===== config.mk =====
export PLATFORM = sky130hd
export DESIGN_NAME = ad9434_tx_emu
export DESIGN_NICKNAME = d
export VERILOG_FILES = /design/src/rtl/ad9434_tx_emu.sv
export SDC_FILE = /design/constraint.sdc
export NUM_CORES = 1
export LEC_CHECK = 0
export ABC_CLOCK_PERIOD_IN_PS = 2800
export BUFFER_PORTS_ARGS = -buffer_cell sky130_fd_sc_hd__buf_2
export CAP_MARGIN = 5
export CORE_AREA = 2 2 170 122
export CTS_CLUSTER_SIZE = 25
export DETAILED_ROUTE_END_ITERATION = 16
export DIE_AREA = 0 0 172 124
export GPL_TIMING_DRIVEN = 0
export PLACE_DENSITY = 0.75
export SLEW_MARGIN = 20
export SYNTH_ARGS = -nofsm -noshare
export SYNTH_HDL_FRONTEND = slang
export SYNTH_SLANG_ARGS = --single-unit

===== constraint.sdc =====
create_clock -name clk -period 2.8 [get_ports clk]
set_input_delay 0.28 -clock clk [delete_from_list [all_inputs] [get_ports clk]]
set_output_delay 0.28 -clock clk [all_outputs]
set_load 0.1 [all_outputs]

===== src/rtl/ad9434_tx_emu.sv =====
// AD9434 DDR LVDS output emulator: sample FIFO or internal generator -> rise/fall half-words.
// Optional PRBS-15 generator for mode 3 is compiled in when AD9434_TX_PRBS_EN is defined.
module ad9434_tx_emu #(
    parameter int unsigned FIFO_DEPTH   = 16,
    parameter int unsigned TRAIN_CYCLES = 64,
    parameter logic [11:0] TRAIN_WORD   = 12'hFC0
) (
    input  logic        clk,
    input  logic        rst,
    input  logic        enable,
    input  logic [1:0]  mode,
    input  logic [11:0] cfg_fixed,
    input  logic        s_valid,
    output logic        s_ready,
    input  logic [11:0] s_data,
    input  logic        s_or,
    output logic [5:0]  tx_d_rise,
    output logic [5:0]  tx_d_fall,
    output logic        tx_or,
    output logic        tx_dco_en,
    output logic        underflow,
    output logic [1:0]  state_o
);

    localparam int unsigned AW = $clog2(FIFO_DEPTH);
    localparam int unsigned CW = (TRAIN_CYCLES > 1) ? $clog2(TRAIN_CYCLES) : 1;
    localparam logic [CW-1:0] TrainLast = CW'(TRAIN_CYCLES - 1);

    localparam logic [1:0] ModeStream = 2'd0;
    localparam logic [1:0] ModeFixed  = 2'd2;
`ifdef AD9434_TX_PRBS_EN
    localparam logic [1:0] ModePrbs   = 2'd3;
`endif

    typedef enum logic [1:0] {
        StIdle  = 2'd0,
        StTrain = 2'd1,
        StRun   = 2'd2
    } state_e;

    state_e        state_q, state_d;
    logic [CW-1:0] cnt_q, cnt_d;
    logic [1:0]    mode_q, mode_d;
    logic [11:0]   sample_q, sample_d;
    logic          or_q, or_d;
    logic          uf_q, uf_d;
    logic [11:0]   ramp_q, ramp_d;
    logic [11:0]   ramp_cur;
    logic          run_entry, run_go;

    logic [AW:0]   wptr_q, rptr_q;
    logic [12:0]   mem_q [FIFO_DEPTH];
    logic [12:0]   head;
    logic          push, pop, flush, full, empty;

`ifdef AD9434_TX_PRBS_EN
    logic [14:0]   lfsr_q, lfsr_d, lfsr_next;

    // Twelve serial steps of x^15+x^14+1; first generated bit lands in the sample MSB.
    always_comb begin
        lfsr_next = run_entry ? 15'h7FFF : lfsr_q;
        for (int i = 0; i < 12; i++) begin
            lfsr_next = {lfsr_next[13:0], lfsr_next[14] ^ lfsr_next[13]};
        end
    end
`endif

    assign empty = (wptr_q == rptr_q);
    assign full  = (wptr_q[AW] != rptr_q[AW]) && (wptr_q[AW-1:0] == rptr_q[AW-1:0]);
    assign head  = mem_q[rptr_q[AW-1:0]];

    // A pop in the same cycle frees a slot, so a full FIFO still accepts while streaming.
    assign s_ready = !rst && enable && (state_q != StIdle) && (!full || pop);
    assign push    = s_valid && s_ready;

    always_comb begin
        state_d  = state_q;
        cnt_d    = cnt_q;
        mode_d   = mode_q;
        sample_d = sample_q;
        or_d     = or_q;
        uf_d     = uf_q;
        ramp_d   = ramp_q;
        pop      = 1'b0;
        flush    = 1'b0;
`ifdef AD9434_TX_PRBS_EN
        lfsr_d   = lfsr_q;
`endif
        run_entry = (state_q == StTrain) && (cnt_q == TrainLast);
        run_go    = run_entry || (state_q == StRun);
        ramp_cur  = run_entry ? 12'h000 : ramp_q;

        unique case (state_q)
            StIdle: begin
                flush = 1'b1;
                if (enable) begin
                    state_d  = StTrain;
                    mode_d   = mode;
                    cnt_d    = '0;
                    sample_d = TRAIN_WORD;
                    or_d     = 1'b0;
                end
            end
            StTrain: begin
                if (run_entry) begin
                    state_d = StRun;
                    cnt_d   = '0;
                end else begin
                    cnt_d = cnt_q + 1'b1;
                end
            end
            StRun: begin
            end
            default: state_d = StIdle;
        endcase

        // Output registers always hold the sample for the state being entered.
        if (run_go) begin
            unique case (mode_q)
                ModeStream: begin
                    if (!empty) begin
                        pop              = 1'b1;
                        {or_d, sample_d} = head;
                    end else begin
                        uf_d = 1'b1;
                    end
                end
                ModeFixed: begin
                    sample_d = cfg_fixed;
                    or_d     = 1'b0;
                end
`ifdef AD9434_TX_PRBS_EN
                ModePrbs: begin
                    sample_d = lfsr_next[11:0];
                    or_d     = 1'b0;
                    lfsr_d   = lfsr_next;
                end
`endif
                default: begin
                    sample_d = ramp_cur;
                    or_d     = &ramp_cur;
                    ramp_d   = ramp_cur + 12'd1;
                end
            endcase
        end

        if (!enable) begin
            state_d  = StIdle;
            cnt_d    = '0;
            sample_d = '0;
            or_d     = 1'b0;
            uf_d     = 1'b0;
            ramp_d   = '0;
            pop      = 1'b0;
            flush    = 1'b1;
        end
    end

    always_ff @(posedge clk) begin
        if (rst) begin
            state_q  <= StIdle;
            cnt_q    <= '0;
            mode_q   <= 2'd0;
            sample_q <= '0;
            or_q     <= 1'b0;
            uf_q     <= 1'b0;
            ramp_q   <= '0;
            wptr_q   <= '0;
            rptr_q   <= '0;
`ifdef AD9434_TX_PRBS_EN
            lfsr_q   <= 15'h7FFF;
`endif
        end else begin
            state_q  <= state_d;
            cnt_q    <= cnt_d;
            mode_q   <= mode_d;
            sample_q <= sample_d;
            or_q     <= or_d;
            uf_q     <= uf_d;
            ramp_q   <= ramp_d;
`ifdef AD9434_TX_PRBS_EN
            lfsr_q   <= lfsr_d;
`endif
            if (flush) begin
                wptr_q <= '0;
                rptr_q <= '0;
            end else begin
                if (push) wptr_q <= wptr_q + 1'b1;
                if (pop)  rptr_q <= rptr_q + 1'b1;
            end
        end
    end

    always_ff @(posedge clk) begin
        if (push) begin
            mem_q[wptr_q[AW-1:0]] <= {s_or, s_data};
        end
    end

    assign tx_d_rise = sample_q[11:6];
    assign tx_d_fall = sample_q[5:0];
    assign tx_or     = or_q;
    assign tx_dco_en = (state_q != StIdle);
    assign underflow = uf_q;
    assign state_o   = state_q;

endmodule


* Word-level counts from Yosys, hierarchy flattened *
Memory sizes are Yosys's and may differ from the RTL's. A register that Yosys moved wholly into a read port is not among the register bits.
Cells that the tools add are included.

word-level totals
  input port bits = 31
  output and inout bits = 18
  memories kept = 1
  register bits = 46
  memory bits (writable) = 208
  word-level logic and storage cells = 70

operators by class
  bitwise logic cells = 3
  $add $sub $neg = 4
  equal/unequal tests = 8
  reduce and logical (&&, ||, !) cells = 22
  mux-type cells = 23

memory list
  name   words  width  rd ports  clocked after Yosys merged registers in  write ports  RTL line  source
  mem_q  16     13     1         1                                        1            52        logic [12:0] mem_q [FIFO_DEPTH];

operators with widths
  cell                     count
  $mux W12                 4
  $pmux W12 S2             1
  $add A12 B1 Y12 const B  1
  $pmux W6 S2              1
  $reduce_and A12 Y1       1
  $mux W1                  11
  $add A5 B1 Y5 const B    2
  $mux W4                  2
  $add A6 B1 Y6 const B    1
  $eq A6 B6 Y1 const B     1
  $logic_and A1 B1 Y1      6
  $mux W6                  1
  $pmux W2 S3              1
  $reduce_and A2 Y1        3
  $reduce_or A2 Y1         3
  $eq A5 B5 Y1             1
  $eq A2 B2 Y1 const B     2
  $eq A4 B4 Y1             1
  $logic_not A2 Y1         2
  $reduce_bool A2 Y1       2
  $not A1 Y1               3
  $reduce_and A3 Y1        1
  $eq A2 B1 Y1 const B     1
  $logic_not A1 Y1         2
  other kinds (5)          6

* Depth between registers and ports, before layout *
  depth in word-level cells = 10
  mapped depth = 10
  depth with buffers taken out = 10

* Least setup slack after synthesis *
Ideal clock, no wire load.

  path kind = register to output
  start = register state_q[1] (netlist: state_o[1])
  end = output port s_ready
  cell stages (with the launch flop) = 6
  arrival = 3.652 ns
  path slack = -1.132 ns
  data required time = 2.520 ns
  path buffers = 1
  cell sequence = dfxtp_1 > nor2_1 > clkbuf_1 > inv_1 > nand2_1 > nor2_1

between the ends
  elaborated cells on any way between the ends = 10
  those cells by class = eq/ne: 2; mux: 2; reduce/logical: 6

RTL lines
  what                              RTL line  source
  start, declared                   41        state_e state_q, state_d;
  start signal, assigned            161       state_q <= StIdle;
  start signal, assigned            174       state_q <= state_d;
  $reduce_bool A2 Y1                --
  named net tx_dco_en               20        output logic tx_dco_en,
  $logic_and A1 B1 Y1 (2 in a row)  73        assign s_ready = !rst && enable && (state_q != StIdle) && (!full || pop);
  end, declared                     14        output logic s_ready,

The timed path passes the listed nets, and every way through them passes these cells.

* Worst setup path in the final report *
  start = register state_q[1] (netlist: state_o[1])
  end = output port s_ready

between the ends
  longest elaborated chain between the ends = 7
  elaborated cells on any way between the ends = 10
  those cells by class = eq/ne: 2; mux: 2; reduce/logical: 6

RTL lines
  what                   RTL line  source
  $eq A2 B1 Y1           89        run_entry = (state_q == StTrain) && (cnt_q == TrainLast);
  $logic_and A1 B1 Y1    89
  $logic_or A1 B1 Y1     90        run_go = run_entry || (state_q == StRun);
  $mux W1                118       if (run_go) begin
  $mux W1                147       if (!enable) begin
  $logic_or A1 B1 Y1     73
  $logic_and A1 B1 Y1 *  73

Every way passes the cells marked *; elsewhere a longest branch is shown, timed or not.

==> run_results.csv <==
group,metric,value,unit
synthesis,syn_nets,681,
synthesis,yosys_warnings,0,
worst_setup_path,crit_path_max_incr_delay,0.47,ns
route,antenna_left,0,
timing,min_period,2.69,ns
global_routing,grt_overflow_total,0,
synthesis,synth-edff-count,208,
clock_network,h-tree-depth,1,
synthesis,ys_top_cells_by_area,"edfxtp_1 58%, dfxtp_1 9.4%, mux4_2 6.9%",
synthesis,synth_area,10700,µm²
timing,slew_headroom,0.412,
timing,max_slew.worst_pin.slew,0.882,ns
route,drt_iter0_drc,767,
power,max-vdd-ir-drop,555,µV
clock_network,path_clk_slew,0.07,ns
timing,drv_slew,0,
final_layout,fill_cells,1392,
global_routing,grt_pass1_wl,39000,µm
timing,setup_violations,0,
route,routed_wirelength,26500,µm
timing,maxClockFrequency,372,MHz
worst_setup_path,cpLargestDelayFamily,"buffers and inverters",
clock_network,clk_path_buf_depth,3,
timing,finalCritPeriodShare,0.960,
final_layout,fin_util,0.639,
worst_setup_path,worstSetupStartpointType,"flip-flop",
floorplanning,dieArea,21300,µm²
place,place_congestion,0.950,
worst_hold_path,worstHoldPathCells,3,
worst_setup_path,slowest_stage,"clkbuf_1",
route,vias_per_cell,6.42,
worst_setup_path,path_buf_inv,3,
worst_setup_path,critPathRequiredTime,2.52,ns
clock_network,clock-sinks,258,
synthesis,post_synth.cell_area_avg,16.6,µm²
run,maxCapViolations,0,
global_routing,grt_antenna_before_repair,0,
place,hpwlAfterDp,17200,µm
final_layout,synthToLayoutAreaGrowth,17.0,%
clock_network,cts_buffers,25,
timing,holdWs,0.0211,ns
worst_setup_path,crit_type,"reg -> out",
route,drc,0,
run_status,status,"finished clean",
worst_setup_path,cp_num_cells,6,
timing,hold_violations,0,
floorplanning,num_rows,43,
clock_network,cts_tree,"yes",
synthesis,synth_cells,643,
worst_setup_path,crit_path_end_kind,"primary output",
place,port_buffers,47,
final_layout,drive_above_1_share,0.255,
floorplanning,die_w,172,µm
global_routing,grt_use_total,0.254,
synthesis,ys_seq_area_frac,0.677,
worst_hold_path,min_path_type,"in -> reg",
synthesis,yosys.area.top_type,"edfxtp_1",
route,wire_per_inst,25.9,µm
timing,fin_tns_setup,0,ns
clock_network,clk-insertion-delay-late,0.53,ns
synthesis,synthTopCellsByCount,"208 x edfxtp_1, 50 x dfxtp_1, 33 x mux4_2",
synthesis,yosysMostFrequentCell,"edfxtp_1",
route,dr.pass1.iters,7,
route,vias,6566,
worst_setup_path,worstPathCellList,"nor2_1 -> clkbuf_1 -> clkinvlp_4 -> nand2_1 -> nor2_4 -> buf_4",
global_routing,grt_max_degree,17,
power,powerDensity,629,nW/µm²
floorplanning,initial_utilization,0.546,
worst_setup_path,worstRegToRegCells,7,
worst_setup_path,crit_fanout,10,
synthesis,synth_top_area_frac,0.584,
synthesis,synth-seq-cells,258,
final_layout,final_nets,773,
global_routing,first_global_vias,6257,
power,leakagePower,0.00403,µW
worst_setup_path,worst_ep_arrival_time,2.41,ns
timing,rsz0062_at_grt,"false",
synthesis,synth-async-reset-ratio,0,
synthesis,yosysUniqueCellTypes,65,
floorplanning,die_h,124,µm
floorplanning,io_pins,49,
timing,fin_worst_skew,0.0238,ns
floorplanning,core,19600,µm²
clock_network,cts-root-buf,"clkbuf_16",
power,power,7870,µW
synthesis,synthFlopType,"edfxtp_1",
[through the flow]
stage / std cells / cell area, µm² / setup slack (ns)
after floorplan: 643 / 10700 / 0.0438
after global placement: 960 / 11300 / -0.786
after detailed placement: 967 / 11400 / -0.416
after CTS: 1019 / 12400 / 0.0176
after global routing: 1022 / 12500 / 0.00273
final: 1023 / 12500 / 0.113
[registers in the layout, indices dropped and copies added, names as in the netlist, named ones only]
register / cells
cnt_q: 6
underflow: 1
mem_q: 208
wptr_q: 5
sample_q: 12
tx_or: 1
rptr_q: 5
mode_q: 2
state_o: 2
ramp_q: 12
[tightest hold or removal path, delay by kind of cell]
kind / cells / cell delay, ns
AND/OR/NAND/NOR: 1 / 0.05
AO/OA/AOI/OAI: 1 / 0.05
buffers and inverters: 1 / 0.10
[worst paths after layout]
path	startpoint	endpoint	slack (ns)
hold / removal	mode[1]	mode_q[1]$_SDFFE_PP0P_	0.02
setup reg to reg	cnt_q[0]$_SDFFE_PP0P_	mem_q[13][6]$_DFFE_PP_	0.13
hold reg to reg	ramp_q[1]$_SDFFE_PP0P_	ramp_q[1]$_SDFFE_PP0P_	0.48
setup / recovery	state_o[1]$_SDFFE_PP0P_	s_ready	0.11
[metal layers]
metal | up-vias | track usage | wire (µm)
met1 | 3364 | 0.407 | 12000
met5 | - | 0 | 0
met4 | 0 | 0.0604 | 525
met2 | 349 | 0.356 | 11300
li1 | 2811 | - | -
met3 | 42 | 0.0569 | 2730
[power by group]
part	total [µW]	internal (µW)	switching, µW
clock	3520	2100	1420
combinational	202	45.0	157
sequential	4150	4140	8.63
total	7870	6290	1590
[placed cells by master (no fill, tap or decap), types with 5 or more instances in the layout]
cell type and instances:
edfxtp_1 208, buf_2 58, dfxtp_1 48, mux4_2 33, nand2_1 25, clkbuf_16 25
nor2_1 24, a21oi_1 24, nand3_1 22, o211ai_1 19, mux4_1 19, mux2i_1 17
clkbuf_1 15, a211oi_1 15, nor2b_1 14, o21ai_0 8, buf_6 8, buf_12 8
buf_4 8, inv_1 7, ha_1 7, and2_1 6, xnor2_1 6, nor3_4 5
a211o_1 5, a32o_1 5, bufinv_16 5
[area by class of cell]
cell class                      count  area (µm²)  area share
Clock inverter                     15         205      0.0164
Tap cell                          270         338      0.0270
Antenna cell                        1        2.50    0.000200
Timing Repair Buffer               65         464      0.0371
Inverter                            8        33.8     0.00270
Multi-Input combinational cell    346        3390       0.271
Clock buffer                       29         641      0.0512
Buffer                             31         195      0.0156
Sequential cell                   258        7250       0.579
[cell families (layout without fill, tap and decap cells)]
logic type | after synthesis | after routing | share of synthesized area
flip-flops | 258 | 258 | 0.677
AND/OR/NAND/NOR | 143 | 143 | 0.0705
AO/OA/AOI/OAI | 113 | 113 | 0.0782
multiplexers | 73 | 73 | 0.136
buffers and inverters | 39 | 148 | 0.0211
XOR/XNOR | 9 | 9 | 0.00737
adder cells (fa/ha/maj) | 8 | 8 | 0.00912
other | 0 | 1 | 0
[repair_timing]
action	4_1_cts	5_1_grt
endpoints found under the setup margin	153	141
gates resized for setup	7	15
buffers inserted	7	3
pin swaps	4	3
endpoints found under the hold margin	2	0
hold buffers	1	0
(Power assumes the default switching activity.)
